File: config.mk
export PLATFORM = sky130hd
export DESIGN_NAME = operand_conditioner
export DESIGN_NICKNAME = d
export VERILOG_FILES = /design/src/rtl/cpu_alu_pkg.sv /design/src/rtl/operand_xform.sv /design/src/rtl/operand_conditioner.sv
export SDC_FILE = /design/constraint.sdc
export NUM_CORES = 1
export LEC_CHECK = 0
export ABC_AREA = 1
export BUFFER_PORTS_ARGS = -buffer_cell sky130_fd_sc_hd__buf_2
export CAP_MARGIN = 40
export CELL_PAD_IN_SITES_DETAIL_PLACEMENT = 1
export CELL_PAD_IN_SITES_GLOBAL_PLACEMENT = 1
export CORE_MARGIN = 5
export CORE_UTILIZATION = 40
export DETAILED_ROUTE_END_ITERATION = 6
export PLACE_DENSITY = 0.81
export SYNTH_ARGS = -nofsm -noshare
export SYNTH_HDL_FRONTEND = slang
export SYNTH_HIERARCHICAL = 1
export SYNTH_SLANG_ARGS = --single-unit
File: constraint.sdc
create_clock -name CLK -period 4.1 [get_ports CLK]
set_input_delay 0.615 -clock CLK [delete_from_list [all_inputs] [get_ports CLK]]
set_output_delay 0.615 -clock CLK [all_outputs]
set_load 0.005 [all_outputs]
File: src/rtl/cpu_alu_pkg.sv
// cpu_alu_pkg: shared mode codes, skid-buffer state encoding and MIN/MAX helpers
package cpu_alu_pkg;
    localparam logic [1:0] MODE_PASS = 2'b00;
    localparam logic [1:0] MODE_NEG  = 2'b01;
    localparam logic [1:0] MODE_INV  = 2'b10;
    localparam logic [1:0] MODE_ABS  = 2'b11;

    typedef enum logic [1:0] {ST_EMPTY, ST_ONE, ST_FULL} state_e;

    function automatic logic [63:0] min_val(input int w);
        return 64'd1 << (w - 1);
    endfunction

    function automatic logic [63:0] max_val(input int w);
        return min_val(w) - 64'd1;
    endfunction
endpackage

File: src/rtl/operand_xform.sv
// operand_xform: combinational pass/negate/invert/abs with MIN overflow detect
module operand_xform import cpu_alu_pkg::*; #(
    parameter int WIDTH  = 8,
    parameter bit SAT_EN = 1'b0
) (
    input  logic [1:0]       mode,
    input  logic [WIDTH-1:0] din,
    output logic [WIDTH-1:0] dout,
    output logic             ovf
);
    localparam logic [WIDTH-1:0] MIN = WIDTH'(min_val(WIDTH));
    localparam logic [WIDTH-1:0] MAX = WIDTH'(max_val(WIDTH));

    logic [WIDTH-1:0] neg;
    logic             uses_neg;

    always_comb begin
        neg      = ~din + WIDTH'(1);
        uses_neg = (mode == MODE_NEG) || (mode == MODE_ABS && din[WIDTH-1]);
        ovf      = uses_neg && (din == MIN);
        dout     = ovf ? (SAT_EN ? MAX : MIN) :
                   uses_neg ? neg :
                   (mode == MODE_INV) ? ~din : din;
    end
endmodule

File: src/rtl/operand_conditioner.sv
// operand_conditioner: operand transform feeding a 2-entry valid/ready skid buffer
module operand_conditioner import cpu_alu_pkg::*; #(
    parameter int WIDTH  = 8,
    parameter bit SAT_EN = 1'b0,
    parameter int MODE_W = 2
) (
    input  logic              CLK,
    input  logic              RESET,
    input  logic              IN_VALID,
    output logic              IN_READY,
    input  logic [MODE_W-1:0] IN_MODE,
    input  logic [WIDTH-1:0]  IN_DATA,
    output logic              OUT_VALID,
    input  logic              OUT_READY,
    output logic [WIDTH-1:0]  OUT_DATA,
    output logic              OUT_OVF
);
    if (MODE_W != 2) begin : g_bad_mode_w
        $error("operand_conditioner: MODE_W must be 2");
    end

    logic [WIDTH-1:0] x_data;
    logic             x_ovf;

    operand_xform #(.WIDTH(WIDTH), .SAT_EN(SAT_EN)) u_xform (
        .mode (IN_MODE[1:0]),
        .din  (IN_DATA),
        .dout (x_data),
        .ovf  (x_ovf)
    );

    // Beats are stored as {ovf, data}
    state_e           state_q, state_d;
    logic [WIDTH:0]   main_q, main_d, skid_q, skid_d;
    logic             in_ready_q, in_ready_d;
    logic             in_fire, out_fire;

    assign IN_READY  = in_ready_q;
    assign OUT_VALID = state_q != ST_EMPTY;
    assign OUT_DATA  = main_q[WIDTH-1:0];
    assign OUT_OVF   = main_q[WIDTH];
    assign in_fire   = IN_VALID && in_ready_q;
    assign out_fire  = OUT_VALID && OUT_READY;

    always_comb begin
        state_d = state_q;
        main_d  = main_q;
        skid_d  = skid_q;
        case (state_q)
            ST_EMPTY: if (in_fire) begin
                state_d = ST_ONE;
                main_d  = {x_ovf, x_data};
            end
            ST_ONE: begin
                if (in_fire && !out_fire) begin
                    state_d = ST_FULL;
                    skid_d  = {x_ovf, x_data};
                end else if (in_fire) begin
                    main_d = {x_ovf, x_data};
                end else if (out_fire) begin
                    state_d = ST_EMPTY;
                end
            end
            ST_FULL: if (out_fire) begin
                state_d = ST_ONE;
                main_d  = skid_q;
            end
            default: state_d = ST_EMPTY;
        endcase
        in_ready_d = state_d != ST_FULL;
    end

    always_ff @(posedge CLK) begin
        if (!RESET) begin
            state_q    <= ST_EMPTY;
            main_q     <= '0;
            skid_q     <= '0;
            in_ready_q <= 1'b1;
        end else begin
            state_q    <= state_d;
            main_q     <= main_d;
            skid_q     <= skid_d;
            in_ready_q <= in_ready_d;
        end
    end
endmodule

==> flow_metrics.env, run 1 <==
export IMPL_ys_types=28
export IMPL_ys_warn_count=6
export IMPL_clock_path_buffers=2
export IMPL_comb_power_share_pct=27.5
export IMPL_wl_met3_um=120
export IMPL_num_nets_final=260
export IMPL_clk_latency_ns=0.30
export IMPL_grt_pass1_vias=1326
export IMPL_core_area_mm2=0.00334
export IMPL_slowest_stage="dfxtp_1"
export IMPL_cts_sinks=21
export IMPL_crit_buf_inv=2
export IMPL_tightestPinTransition_ns=0.521
export IMPL_drc_errors=0
export IMPL_routed_wl_um=3520
export IMPL_cp_end_kind="primary output"
export IMPL_wire_per_inst_um=12.1
export IMPL_routed_wl_met2_um=1620
export IMPL_dieArea_mm2=0.00470
export IMPL_min_period_ns=1.89
export IMPL_arrival_ns=1.27
export IMPL_syn_cell_area_mm2=0.00137
export IMPL_muxShareOfSynthArea_pct=0
export IMPL_cts_hold_buffers=0
export IMPL_ctsRootBufferMaster="clkbuf_4"
export IMPL_start_util_pct=41.1
export IMPL_synth_area_per_cell_um2=6.18
export IMPL_crit_required_ns=3.48
export IMPL_p_sw_share_pct=33.1
export IMPL_p_leak_nw=0.797
export IMPL_min_period_over_period_pct=46.0
export IMPL_synth_edf_count=0
export IMPL_setup_violations_final=0
export IMPL_hold_class="flop to flop"
export IMPL_async_flop_share_pct=0
export IMPL_cts_buffers=3
export IMPL_dp_hpwl_um=2680
export IMPL_ir_drop_mv=0.178
export IMPL_synth_top_family_by_area="simple AND/OR/NAND/NOR gates"
export IMPL_startpoint_type="flop"
export IMPL_relSlewSlack_pct=65.2
export IMPL_status="completed"
export IMPL_cp_cell_sequence="nor2_1 > inv_2 > buf_2"
export IMPL_areaGrowthSynthToFinish_pct=11.8
export IMPL_drt_initial_drc_count=58
export IMPL_synth_compound_area_share_pct=8.84
export IMPL_synth_area_leader_cell="dfxtp_1"
export IMPL_synthSimpleGateAreaFrac_pct=48.0
export IMPL_ys_flop_type="dfxtp_1"
export IMPL_rrSetupSlack_ns=2.55
export IMPL_antennaDiodeCount=0
export IMPL_cts_tree="yes"
export IMPL_synth_xor_area_share_pct=0.638
export IMPL_startpoint="state_q[1]$_SDFF_PN0_"
export IMPL_grt_max_degree=20
export IMPL_path_max_fanout=12
export IMPL_min_delay_start="skid_q[4]$_SDFFE_PN0N_"
export IMPL_p_per_area_mw_per_mm2=292
export IMPL_place_congestion=0.837
export IMPL_max_cap_violations=0
export IMPL_critical_path_class="flop to primary output"
export IMPL_seq_power_share_pct=50.5
export IMPL_cts_htree_levels=1
export IMPL_max_stage_delay_ns=0.66
export IMPL_drive_above_1_share_pct=21.7
export IMPL_gr_total_overflow=0
export IMPL_seq_area_frac_synth_pct=30.6
export IMPL_rr_startpoint="state_q[1]$_SDFF_PN0_"
export IMPL_synth_top_area_share_pct=30.6
export IMPL_fin_tns_setup_ns=0
export IMPL_max_freq_ghz=0.530
export IMPL_report_final_slew_viol_count=0
export IMPL_grt_use_total_pct=16.5
export IMPL_dr_pass1_iters=4
export IMPL_finalNonFillerCells=290
export IMPL_internal_power_mw=0.300
export IMPL_rows=21
export IMPL_die_h_um=68.6
export IMPL_wirelength_met1_um=1760
export IMPL_ys_ff_latch=21
export IMPL_synthTopCellsByArea="dfxtp_1 (31%), nand2_1 (16%), nor2_1 (11%)"
export IMPL_cp_top_family="flip-flops"
export IMPL_placed_cells=286
export IMPL_routed_top_layer="met4"
export IMPL_cts_resized_gates=0
export IMPL_yosys_top_cells_count="nand2_1 (60), nor2_1 (40), dfxtp_1 (21), inv_1 (21), nand3_1 (15)"
export IMPL_p_clk_share_pct=22.0
export IMPL_syn_inst=222
export IMPL_yosysMostFrequentCell="nand2_1"
export IMPL_port_buffers=24
export IMPL_hold_viol=0
export IMPL_cts_clk_slew_worst_paths_ns=0.11
export IMPL_power_switching_mw=0.149
export IMPL_antenna_found_initial=0
export IMPL_skew_ns=0.00723
export IMPL_synth_adder_area_share_pct=0.912
export IMPL_final_antenna_net_count=0
export IMPL_grt_pass1_wl_um=6010
export IMPL_dieWidth_um=68.6
export IMPL_num_io_pins=25
export IMPL_vias_per_cell=4.80
export IMPL_vias=1393
export IMPL_syn_nets=237
export IMPL_rsz0062_at_grt="false"
export IMPL_cts_setup_buffers=0
final timing paths:
kind                            endpoint  cells past startpoint
setup reg to reg  skid_q[1]$_SDFFE_PN0N_                      5
hold reg to reg   skid_q[4]$_SDFFE_PN0N_                      2
hold / removal    skid_q[4]$_SDFFE_PN0N_                      2
setup / recovery               OUT_VALID                      3
worst min-delay path: stages (launching register included):
cell,delay (ns)
dfxtp_1,0.35
o21ai_1,0.07
nor2_1,0.07
registers in the layout, summed over array words and instances, names as in the netlist:
register  cells
IN_READY      1
state_q       2
skid_q        9
main_q        9
layout by cell type, fill, tap and decap left out, types with 2 or more instances in the layout:
master,netlist,layout
a21oi_1,2,2
buf_2,4,24
clkbuf_4,0,3
dfxtp_1,21,21
inv_1,21,21
inv_2,5,5
nand2_1,60,60
nand2_2,5,5
nand2_4,4,4
nand3_1,15,15
nand4_1,2,2
nor2_1,40,40
nor2_2,5,5
nor3_1,10,10
o21ai_0,5,5
o21ai_1,9,9
metal layers:
metal / track usage (%) / up-vias
li1: - / 738
met1: 21.9 / 634
met2: 28.5 / 19
met3: 3.08 / 2
met4: 2.23 / 0
met5: 0 / -
final cells by class:
cell class / instances / area, um^2
Fill cell: 502 / 1800
Tap cell: 46 / 57.6
Inverter: 28 / 108
Timing Repair Buffer: 24 / 120
Clock buffer: 4 / 26.3
Sequential cell: 21 / 420
Multi-Input combinational cell: 167 / 802
per-stage QoR:
stage / utilization (%) / hold WS (ns) / cell area, um^2 / setup slack, ns / total power [mW]
after floorplan: - / 0.466 / 1370 / 2.35 / 0.318
after global placement: 45.2 / 0.483 / 1510 / 2.10 / 0.353
after detailed placement: 45.2 / 0.489 / 1510 / 1.99 / 0.357
after CTS: 46.0 / 0.520 / 1530 / 2.19 / 0.456
after global routing: 46.0 / 0.557 / 1530 / 2.12 / 0.486
final: 46.0 / 0.510 / 1530 / 2.21 / 0.449
power groups by stage:
stage          clock [mW]  sequential, mW  combinational (mW)
6_report           0.0987           0.227               0.123
5_1_grt             0.116           0.228               0.142
4_1_cts             0.103           0.227               0.126
3_5_place_dp            0           0.232               0.125
3_3_place_gp            0           0.231               0.122
2_1_floorplan           0           0.231              0.0874
cells by family (layout without fill, tap and decap cells):
kind of cell | count (synthesis) | after routing
and+or+nand+nor | 145 | 145
buffers and inverters | 34 | 56
DFF | 21 | 21
AOI/OAI and AO/OA | 20 | 20
adders and majority gates | 1 | 1
xor gates and xnor gates | 1 | 1
Power figures use the tool's default switching activity.
==> run 2, diff against run 1 <==
ABC_AREA = 0   (was 1)
PLACE_DENSITY = 0.75   (was 0.81)
clock period = 1.9 ns   (was 4.1 ns; I/O delays follow)
==> flow_metrics.env, run 2 <==
export IMPL_cts_setup_buffers=0
export IMPL_cp_end_kind="flop"
export IMPL_synth_area_per_cell_um2=9.31
export IMPL_setup_violations_final=0
export IMPL_grt_max_degree=22
export IMPL_syn_inst=130
export IMPL_slowest_stage="or3_1"
export IMPL_critical_path_class="flop to flop"
export IMPL_p_leak_nw=0.649
export IMPL_die_h_um=65.0
export IMPL_skew_ns=0.00455
export IMPL_async_flop_share_pct=0
export IMPL_final_util_pct=48.2
export IMPL_cts_resized_gates=0
export IMPL_grt_pass1_vias=1100
export IMPL_crit_required_ns=2.10
export IMPL_arrival_ns=1.98
export IMPL_p_per_area_mw_per_mm2=646
export IMPL_status="completed"
export IMPL_power_total_mw=0.927
export IMPL_yosysMostFrequentCell="dfxtp_1"
export IMPL_clk_latency_ns=0.30
export IMPL_ys_warn_count=6
export IMPL_synthTopCellsByArea="dfxtp_1 (35%), mux2i_1 (15%), o211a_1 (7.4%)"
export IMPL_min_period_ns=1.77
export IMPL_dieWidth_um=65.0
export IMPL_dr_pass1_iters=5
export IMPL_core_area_mm2=0.00298
export IMPL_num_nets_final=178
export IMPL_vias_per_cell=5.50
export IMPL_ys_types=40
export IMPL_placed_cells=191
export IMPL_ir_drop_mv=0.345
export IMPL_min_period_over_period_pct=93.4
export IMPL_drc_errors=0
export IMPL_place_congestion=0.895
export IMPL_max_stage_delay_ns=0.63
export IMPL_hold_class="primary input to flop"
export IMPL_areaGrowthSynthToFinish_pct=18.6
export IMPL_ys_flop_type="dfxtp_1"
export IMPL_cp_cell_sequence="and4bb_1 > or3_1 > o211a_1"
export IMPL_ys_ff_latch=21
export IMPL_relSlewSlack_pct=61.9
export IMPL_synth_top_area_share_pct=34.7
export IMPL_path_max_fanout=18
export IMPL_startpoint_type="flop"
export IMPL_rsz0062_at_grt="false"
export IMPL_cts_hold_buffers=0
export IMPL_final_cell_mix="buf_2 (24), dfxtp_1 (21), mux2i_1 (18)"
export IMPL_yosys_top_cells_count="dfxtp_1 (21), mux2i_1 (18), nand2_1 (14), nor2b_1 (12), o211a_1 (9)"
export IMPL_report_final_slew_viol_count=0
export IMPL_grt_use_total_pct=14.1
export IMPL_layout_commonest_cell="buf_2"
export IMPL_gr_total_overflow=0
export IMPL_cts_clk_slew_worst_paths_ns=0.11
export IMPL_dp_hpwl_um=2250
export IMPL_routed_wl_um=2840
export IMPL_reg_top3="main_q x9, skid_q x9, state_q x2"
export IMPL_cts_htree_levels=1
export IMPL_wire_per_inst_um=14.5
export IMPL_port_buffers=24
export IMPL_tightestPinTransition_ns=0.571
export IMPL_synth_edf_count=0
export IMPL_dieArea_mm2=0.00422
export IMPL_final_antenna_net_count=0
export IMPL_hold_viol=0
export IMPL_finalNonFillerCells=195
export IMPL_rows=20
export IMPL_drive_above_1_share_pct=27.2
export IMPL_ctsRootBufferMaster="clkbuf_4"
export IMPL_start_util_pct=40.6
export IMPL_antenna_found_initial=0
export IMPL_cts_sinks=21
export IMPL_clock_path_buffers=2
export IMPL_seq_area_frac_synth_pct=34.7
export IMPL_vias=1072
export IMPL_drt_initial_drc_count=33
export IMPL_antennaDiodeCount=0
export IMPL_max_cap_violations=0
export IMPL_grt_pass1_wl_um=4780
export IMPL_synth_area_leader_cell="dfxtp_1"
export IMPL_cts_buffers=3
export IMPL_max_freq_ghz=0.564
export IMPL_num_io_pins=25
export IMPL_cts_tree="yes"
export IMPL_syn_nets=145
export IMPL_syn_cell_area_mm2=0.00121
## run 2: changes by cell type after synthesis, sizes merged, moves of 3 or more
cell / delta
nand2: -55
nor2: -39
inv: -24
mux2i: +18
nand3: -15
nor2b: +12
o21ai: -12
nor3: -9
o211a: +9
xnor2: +3
## run 2: final timing paths
path | startpoint | endpoint | slack (ns) | cells after the start
hold / removal | OUT_READY | state_q[1]$_SDFF_PN0_ | 0.23 | 2
setup reg to reg | state_q[1]$_SDFF_PN0_ | main_q[3]$_SDFFE_PN0P_ | 0.13 | 3
setup / recovery | state_q[1]$_SDFF_PN0_ | main_q[3]$_SDFFE_PN0P_ | 0.13 | 3
hold reg to reg | main_q[4]$_SDFFE_PN0P_ | main_q[4]$_SDFFE_PN0P_ | 0.51 | 1
## run 2: per-layer routing
metal | track usage (%) | routed length, um | vias to the layer above
met2 | 26.6 | 1480 | 20
met3 | 3.99 | 121 | 2
met5 | 0 | 0 | -
met4 | 1.58 | 5 | 0
met1 | 16.0 | 1230 | 519
li1 | - | - | 531
## run 2: metrics by stage
stage	setup TNS, ns	instance area (um^2)	hold WS, ns	worst slack (ns)
floorplan	0	1210	0.361	0.236
global placement	-0.0731	1410	0.478	-0.0731
detailed placement	-0.0873	1410	0.490	-0.0873
CTS	0	1440	0.213	0.0984
global route	0	1440	0.219	0.0143
finish	0	1440	0.229	0.126
## run 2: cells by family after synthesis
kind of cell               Yosys count  share of synthesized area [%]
buffers and inverters                9                           4.55
xor gates and xnor gates             5                           3.62
AOI/OAI and AO/OA                   25                           16.0
and+or+nand+nor                     50                           24.2
DFF                                 21                           34.7
adders and majority gates            1                           1.03
muxes                               19                           15.8
## run 2: area by class of cell
type | count | area [um^2]
clock buffer | 4 | 26.3
tap | 33 | 41.3
inverter | 3 | 11.3
timing repair buffer | 34 | 195
multi-input combinational | 100 | 741
fill | 377 | 1540
sequential | 21 | 420
## run 2: report_power, final
group,leakage (nW),internal [mW],switching (mW)
Sequential,0.172,0.471,0.0174
Combinational,0.461,0.111,0.115
Clock,0.0150,0.0819,0.130
## run 2: worst max-delay path: cells and delay by family, from the launching register on
| family | cells | cell delay [ns] |
|---|---|---|
| simple gates | 2 | 0.89 |
| flops | 1 | 0.47 |
| compound gates | 1 | 0.31 |
